**src/rtl/mem_seq_if.sv**
```systemverilog
// +--------------------------------------------------------------------------+
// | mem_seq_if : request/response and memory-strobe bundle for mem_seq       |
// | Revision   : 1.0                                                         |
// +--------------------------------------------------------------------------+
`default_nettype none

interface mem_seq_if;
  logic        req_valid;
  logic        req_ready;
  logic        req_we;
  logic [2:0]  req_addr;
  logic [15:0] req_wdata;
  logic        rsp_valid;
  logic        rsp_ready;
  logic [15:0] rsp_rdata;
  logic        rsp_err;
  logic        mem_cs;
  logic        mem_we;
  logic [2:0]  mem_addr;
  logic [15:0] mem_din;
  logic [15:0] mem_dout;
  logic [3:0]  err_cnt;

  modport master (
    output req_valid, req_we, req_addr, req_wdata, rsp_ready, mem_dout,
    input  req_ready, rsp_valid, rsp_rdata, rsp_err,
           mem_cs, mem_we, mem_addr, mem_din, err_cnt
  );

  modport slave (
    input  req_valid, req_we, req_addr, req_wdata, rsp_ready, mem_dout,
    output req_ready, rsp_valid, rsp_rdata, rsp_err,
           mem_cs, mem_we, mem_addr, mem_din, err_cnt
  );
endinterface

`default_nettype wire

```
**src/rtl/mem_seq.sv**
```systemverilog
// +--------------------------------------------------------------------------+
// | mem_seq  : single-request memory sequencer with falling-edge strobes     |
// | Option   : MEMSEQ_WRVERIFY_EN adds a one-cycle readback after writes     |
// | Revision : 1.0                                                           |
// +--------------------------------------------------------------------------+
`default_nettype none

module mem_seq #(
  parameter int NROWS = 3
) (
  input  logic       clkp,
  input  logic       rstp,
  mem_seq_if.slave   bus
);

  localparam logic [3:0] c_NROWS = 4'(NROWS);

`ifdef MEMSEQ_WRVERIFY_EN
  typedef enum logic [1:0] {
    S_IDLE   = 2'd0,
    S_ACCESS = 2'd1,
    S_RESP   = 2'd2,
    S_VERIFY = 2'd3
  } state_t;
`else
  typedef enum logic [1:0] {
    S_IDLE   = 2'd0,
    S_ACCESS = 2'd1,
    S_RESP   = 2'd2
  } state_t;
`endif

  state_t      r_state;
  state_t      w_next;
  logic        r_live;
  logic        r_we;
  logic [2:0]  r_addr;
  logic [15:0] r_wdata;
  logic [15:0] r_rdata;
  logic        r_err;
  logic [3:0]  r_err_cnt;
  logic        r_mem_cs;
  logic        r_mem_we;
  logic [2:0]  r_mem_addr;
  logic [15:0] r_mem_din;
  logic        w_hs;
  logic        w_in_range;
  logic        w_consume;

  // r_live keeps req_ready low until the first rising edge after reset
  assign bus.req_ready = r_live & (r_state == S_IDLE);
  assign w_hs          = bus.req_valid & bus.req_ready;
  assign w_in_range    = ({1'b0, bus.req_addr} < c_NROWS);
  assign w_consume     = (r_state == S_RESP) & bus.rsp_ready;

  always_ff @(posedge clkp or posedge rstp) begin
    if (rstp) r_state <= S_IDLE;
    else      r_state <= w_next;
  end

  always_comb begin
    w_next = r_state;
    case (r_state)
      S_IDLE:   if (w_hs) w_next = w_in_range ? S_ACCESS : S_RESP;
`ifdef MEMSEQ_WRVERIFY_EN
      S_ACCESS: w_next = r_we ? S_VERIFY : S_RESP;
      S_VERIFY: w_next = S_RESP;
`else
      S_ACCESS: w_next = S_RESP;
`endif
      S_RESP:   if (bus.rsp_ready) w_next = S_IDLE;
      default:  w_next = S_IDLE;
    endcase
  end

  always_ff @(posedge clkp or posedge rstp) begin
    if (rstp) begin
      r_live    <= 1'b0;
      r_we      <= 1'b0;
      r_addr    <= 3'd0;
      r_wdata   <= 16'd0;
      r_rdata   <= 16'd0;
      r_err     <= 1'b0;
      r_err_cnt <= 4'd0;
    end else begin
      r_live <= 1'b1;
      if (w_hs) begin
        r_we    <= bus.req_we;
        r_addr  <= bus.req_addr;
        r_wdata <= bus.req_wdata;
        r_rdata <= 16'd0;
        r_err   <= ~w_in_range;
      end
      if (r_state == S_ACCESS && !r_we)
        r_rdata <= bus.mem_dout;
`ifdef MEMSEQ_WRVERIFY_EN
      if (r_state == S_VERIFY && bus.mem_dout != r_wdata)
        r_err <= 1'b1;
`endif
      if (w_consume && r_err && r_err_cnt != 4'hF)
        r_err_cnt <= r_err_cnt + 4'd1;
    end
  end

  // Strobes launch on the falling edge so they are settled across the high phase
  always_ff @(negedge clkp or posedge rstp) begin
    if (rstp) begin
      r_mem_cs   <= 1'b0;
      r_mem_we   <= 1'b0;
      r_mem_addr <= 3'd0;
      r_mem_din  <= 16'd0;
    end else begin
`ifdef MEMSEQ_WRVERIFY_EN
      r_mem_cs <= (r_state == S_ACCESS) || (r_state == S_VERIFY);
`else
      r_mem_cs <= (r_state == S_ACCESS);
`endif
      r_mem_we   <= (r_state == S_ACCESS) && r_we;
      r_mem_addr <= r_addr;
      r_mem_din  <= r_wdata;
    end
  end

  assign bus.rsp_valid = (r_state == S_RESP);
  assign bus.rsp_rdata = r_rdata;
  assign bus.rsp_err   = r_err;
  assign bus.err_cnt   = r_err_cnt;
  assign bus.mem_cs    = r_mem_cs;
  assign bus.mem_we    = r_mem_we;
  assign bus.mem_addr  = r_mem_addr;
  assign bus.mem_din   = r_mem_din;

endmodule

`default_nettype wire

```
**src/flat_wrapper.sv**
```systemverilog
// flat-port wrapper written by rule: the top's interface ports become plain ports
module mem_seq_flat 
#(
  parameter int NROWS = 3
)
  (clkp, rstp, bus_req_valid, bus_req_we, bus_req_addr, bus_req_wdata, bus_rsp_ready, bus_mem_dout, bus_req_ready, bus_rsp_valid, bus_rsp_rdata, bus_rsp_err, bus_mem_cs, bus_mem_we, bus_mem_addr, bus_mem_din, bus_err_cnt);
  mem_seq_if bus_i ();
  input  logic clkp;
  input  logic rstp;
  input wire logic [$bits(bus_i.req_valid)-1:0] bus_req_valid;
  input wire logic [$bits(bus_i.req_we)-1:0] bus_req_we;
  input wire logic [$bits(bus_i.req_addr)-1:0] bus_req_addr;
  input wire logic [$bits(bus_i.req_wdata)-1:0] bus_req_wdata;
  input wire logic [$bits(bus_i.rsp_ready)-1:0] bus_rsp_ready;
  input wire logic [$bits(bus_i.mem_dout)-1:0] bus_mem_dout;
  output wire logic [$bits(bus_i.req_ready)-1:0] bus_req_ready;
  output wire logic [$bits(bus_i.rsp_valid)-1:0] bus_rsp_valid;
  output wire logic [$bits(bus_i.rsp_rdata)-1:0] bus_rsp_rdata;
  output wire logic [$bits(bus_i.rsp_err)-1:0] bus_rsp_err;
  output wire logic [$bits(bus_i.mem_cs)-1:0] bus_mem_cs;
  output wire logic [$bits(bus_i.mem_we)-1:0] bus_mem_we;
  output wire logic [$bits(bus_i.mem_addr)-1:0] bus_mem_addr;
  output wire logic [$bits(bus_i.mem_din)-1:0] bus_mem_din;
  output wire logic [$bits(bus_i.err_cnt)-1:0] bus_err_cnt;
  assign bus_i.req_valid = bus_req_valid;
  assign bus_i.req_we = bus_req_we;
  assign bus_i.req_addr = bus_req_addr;
  assign bus_i.req_wdata = bus_req_wdata;
  assign bus_i.rsp_ready = bus_rsp_ready;
  assign bus_i.mem_dout = bus_mem_dout;
  assign bus_req_ready = bus_i.req_ready;
  assign bus_rsp_valid = bus_i.rsp_valid;
  assign bus_rsp_rdata = bus_i.rsp_rdata;
  assign bus_rsp_err = bus_i.rsp_err;
  assign bus_mem_cs = bus_i.mem_cs;
  assign bus_mem_we = bus_i.mem_we;
  assign bus_mem_addr = bus_i.mem_addr;
  assign bus_mem_din = bus_i.mem_din;
  assign bus_err_cnt = bus_i.err_cnt;
  mem_seq #(.NROWS(NROWS)) u_core (.clkp(clkp), .rstp(rstp), .bus(bus_i));
endmodule
```
**config.mk**
```make
export PLATFORM = sky130hd
export DESIGN_NAME = mem_seq_flat
export DESIGN_NICKNAME = d
export VERILOG_FILES = /design/src/rtl/mem_seq_if.sv /design/src/rtl/mem_seq.sv /design/src/flat_wrapper.sv
export SDC_FILE = /design/constraint.sdc
export NUM_CORES = 1
export LEC_CHECK = 0
export ABC_AREA = 1
export CAP_MARGIN = 20
export CELL_PAD_IN_SITES_DETAIL_PLACEMENT = 2
export CELL_PAD_IN_SITES_GLOBAL_PLACEMENT = 2
export CORE_ASPECT_RATIO = 1.25
export CORE_MARGIN = 10
export CORE_UTILIZATION = 27
export CTS_BUF_LIST = sky130_fd_sc_hd__clkbuf_16
export DETAILED_ROUTE_END_ITERATION = 10
export PLACE_DENSITY = 0.91
export REMOVE_ABC_BUFFERS = 1
export SYNTH_ARGS = -nofsm -noshare
export SYNTH_HDL_FRONTEND = slang
export SYNTH_SLANG_ARGS = --single-unit
```
**constraint.sdc**
```tcl
create_clock -name clkp -period 2.8 [get_ports clkp]
set_input_delay 0.42 -clock clkp [delete_from_list [all_inputs] [get_ports clkp]]
set_output_delay 0.42 -clock clkp [all_outputs]
set_load 0.02 [all_outputs]
```
==> reports/summary.txt <==
run status: complete, no violations
Hold Fails Final Rpt: 0
TritonCTS clock tree: yes
CP max FO: 1
PD cells: 825.0 nW/um2
CP delay by family, top: flip-flops
DR vias: 1994
row cnt: 38
critical-path cell list: buf_2
die area: 13180 um2
RR Endpoint: u_core.bus.mem_we
critical path data arrival time: 2.30 ns
WP buf/inv: 1
EDFF count, synth: 0
total grt overflow: 0
max_cap viols: 0
fill cell count: 913
Leakage: 1.800 nW
overall routed net length: 7724 um
Final ANT Viol Nets: 0
routed len/inst: 17.13 um
Worst Setup Start Kind: register
sequential-to-total area share from yosys stat: 67.15%
synth top area cells: dfrtp_1 (45%), dfrtn_1 (22%), nand2_1 (13%), nand3_1 (8.3%), nand2_2 (2.6%)
core area: 8701 um2
most used flip-flop cell after synthesis: dfrtp_1
first-pass GRT wire length: 12840 um
most common cell in the netlist: nand2_1
crit path kind: register to primary output
Nets: 367
cell area after synthesis: 2422 um2
routed wl met3: 795 um
critical path's slowest cell: dfrtn_1
synth cell count leaders: nand2_1 (83), dfrtp_1 (44), nand3_1 (40), dfrtn_1 (21), nand2_2 (10)
number of diodes: 0
gpl congestion: 0.6972
Clock Skew: 0.01134 ns
clk_lat worst skew: 0.33 ns
DR top layer: met4
Syn Area/Cell: 10.22 um2
YS warnings: 0
GRT Total Usage: 12.23%
ys async rst share: 100.0%
Critical Path RT: 2.38 ns
CTS sink cnt: 65
pin count of the biggest net entering global routing: 43
clock-pin slew on the worst setup and hold paths: 0.05 ns
CTS root buffer: clkbuf_16
Synth top area share: 45.45%
Crit. End Element: primary output
setup_tns: 0 ns
Post-DP HPWL: 5547 um
hold slack: 0.4345 ns
r2r setup slk: 0.58 ns
Hold Path Class: input port to asynchronous set/reset pin
fin. max-slew vios: 0
placed cells: 435
die height: 125.9 um
fraction of layout cells with a size suffix above 1: 16.92%
Non-Filler Instances: 451
Slew HR: 62.64%
Worst Tran Pin Value: 0.5587 ns
clock buffer depth: 2
Syn Inst Count: 237
IO Port Bufs: 83
Die X: 104.7 um
vias per cell: 4.421
Reg power frac: 42.1%
clock network fraction of total power: 35.7%
combinational share of power: 22.2%
endpoints failing setup: 0
IO Count: 84
CTS H-Tree Depth: 3
Area growth, synth to finish: 47.78%
Cell variety after synth: 25
Switching Fraction: 30.72%
Initial Utilization: 27.84%
DRC viols: 0
Yosys top cell by area: dfrtp_1
Post-CTS Setup Bufs: 0
Net Sw Power: 0.0009071 W
Met1 Wirelength: 3116 um
slowest cell delay on critical path: 0.40 ns
vias in the first global route: 2337
1st-iter DRT viols: 56
synthesized flop and latch total: 65
met2 wire length: 3738 um
unrepaired setup endpoints after global routing: false
initial antenna violation count: 0
drt pass-1 iters: 4
Internal Pwr Total: 0.002046 W
worst vdd ir: 0.0003233 V
R2R Path Start: u_core.r_state[1]
R2R cell count: 3
cts bufs inserted: 9
worst max-delay path by stage:
stage	slack, ns	endpoint	cells past startpoint	startpoint
final	0.08	bus_mem_addr[2]	1	u_core.bus.mem_addr[2]
after floorplan	-0.54	u_core.bus.mem_addr[0]	1	rstp
after global placement	-0.03	bus_mem_addr[2]	1	u_core.bus.mem_addr[2]
after detailed placement	-0.03	bus_mem_din[3]	1	u_core.bus.mem_din[3]
after global routing	0.04	bus_mem_din[15]	1	u_core.bus.mem_din[15]
after CTS	0.001	bus_mem_addr[0]	1	u_core.bus.mem_addr[0]
registers in the layout, summed over array words and instances, names as in the netlist:
name	flops
u_core.r_we	1
u_core.bus.mem_cs	1
u_core.bus.rsp_rdata	16
u_core.r_wdata	16
u_core.bus.err_cnt	4
u_core.bus.rsp_err	1
u_core.r_addr	3
u_core.bus.mem_we	1
u_core.bus.mem_addr	3
u_core.bus.mem_din	16
u_core.r_live	1
u_core.r_state	2
layout make-up:
cell class / count / area (um2) / share of cell area (%)
Sequential cell: 65 / 1627 / 45.44
Tap cell: 120 / 150.1 / 4.194
Timing Repair Buffer: 88 / 788.3 / 22.02
Clock inverter: 6 / 31.28 / 0.8738
Multi-Input combinational cell: 149 / 681.9 / 19.05
Inverter: 13 / 51.30 / 1.433
Clock buffer: 10 / 250.2 / 6.991
through the flow:
stage | utilization, % | cell area [um2] | setup WS, ns | total power [W]
floorplan | - | 2360 | -0.5387 | 0.001568
global placement | 39.11 | 3403 | -0.02515 | 0.001951
detailed placement | 39.11 | 3403 | -0.03428 | 0.001997
CTS | 41.36 | 3598 | 0.001207 | 0.003014
global route | 41.14 | 3580 | 0.03877 | 0.003126
finish | 41.14 | 3580 | 0.07644 | 0.002953
power groups by stage:
stage / Combinational (W) / Clock (W) / Sequential [W]
2_1_floorplan: 0.000184 / 0 / 0.00138
3_3_place_gp: 0.000705 / 0 / 0.00125
3_5_place_dp: 0.000732 / 0 / 0.00127
4_1_cts: 0.000685 / 0.00108 / 0.00125
5_1_grt: 0.000730 / 0.00112 / 0.00127
6_report: 0.000656 / 0.00105 / 0.00124
timing repair:
| item | CTS | global route |
|---|---|---|
| setup endpoints to repair | 21 | 3 |
| hold buffers | 0 | 0 |
| gates cloned | 0 | 0 |
| resized for setup | 81 | 3 |
placed cells by master, fill, tap and decap left out, drive strengths merged:
cell type / netlist / layout
nand2: 94 / 94
clkdlybuf4s50: 0 / 62
dfrtp: 44 / 44
nand3: 40 / 40
buf: 9 / 26
dfrtn: 21 / 21
inv: 12 / 12
clkbuf: 1 / 10
clkinv: 1 / 5
nor2: 5 / 5
nand4: 2 / 2
o21ai: 2 / 2
clkinvlp: 0 / 2
nor3b: 1 / 1
a21oi: 1 / 1
nand3b: 1 / 1
and3: 1 / 1
ha: 1 / 1
conb: 1 / 1
cell families after synthesis:
logic type	after synthesis	share of synthesized area, %
AOI/OAI and AO/OA	3	0.6197
and+or+nand+nor	144	26.86
adders and majority gates	1	0.5164
other	1	0.1548
DFF	65	67.15
buffers and inverters	23	4.700
tightest hold or removal path, delay by kind of cell:
kind,cells,cell delay [ns]
buffers and inverters,3,0.70
metal layers:
metal | up-vias | global-route usage (%)
met4 | 0 | 4.126
met2 | 72 | 19.89
met1 | 984 | 13.30
met5 | - | 0
li1 | 930 | -
met3 | 8 | 6.633
No activity file was read; power rests on OpenSTA's default activity.
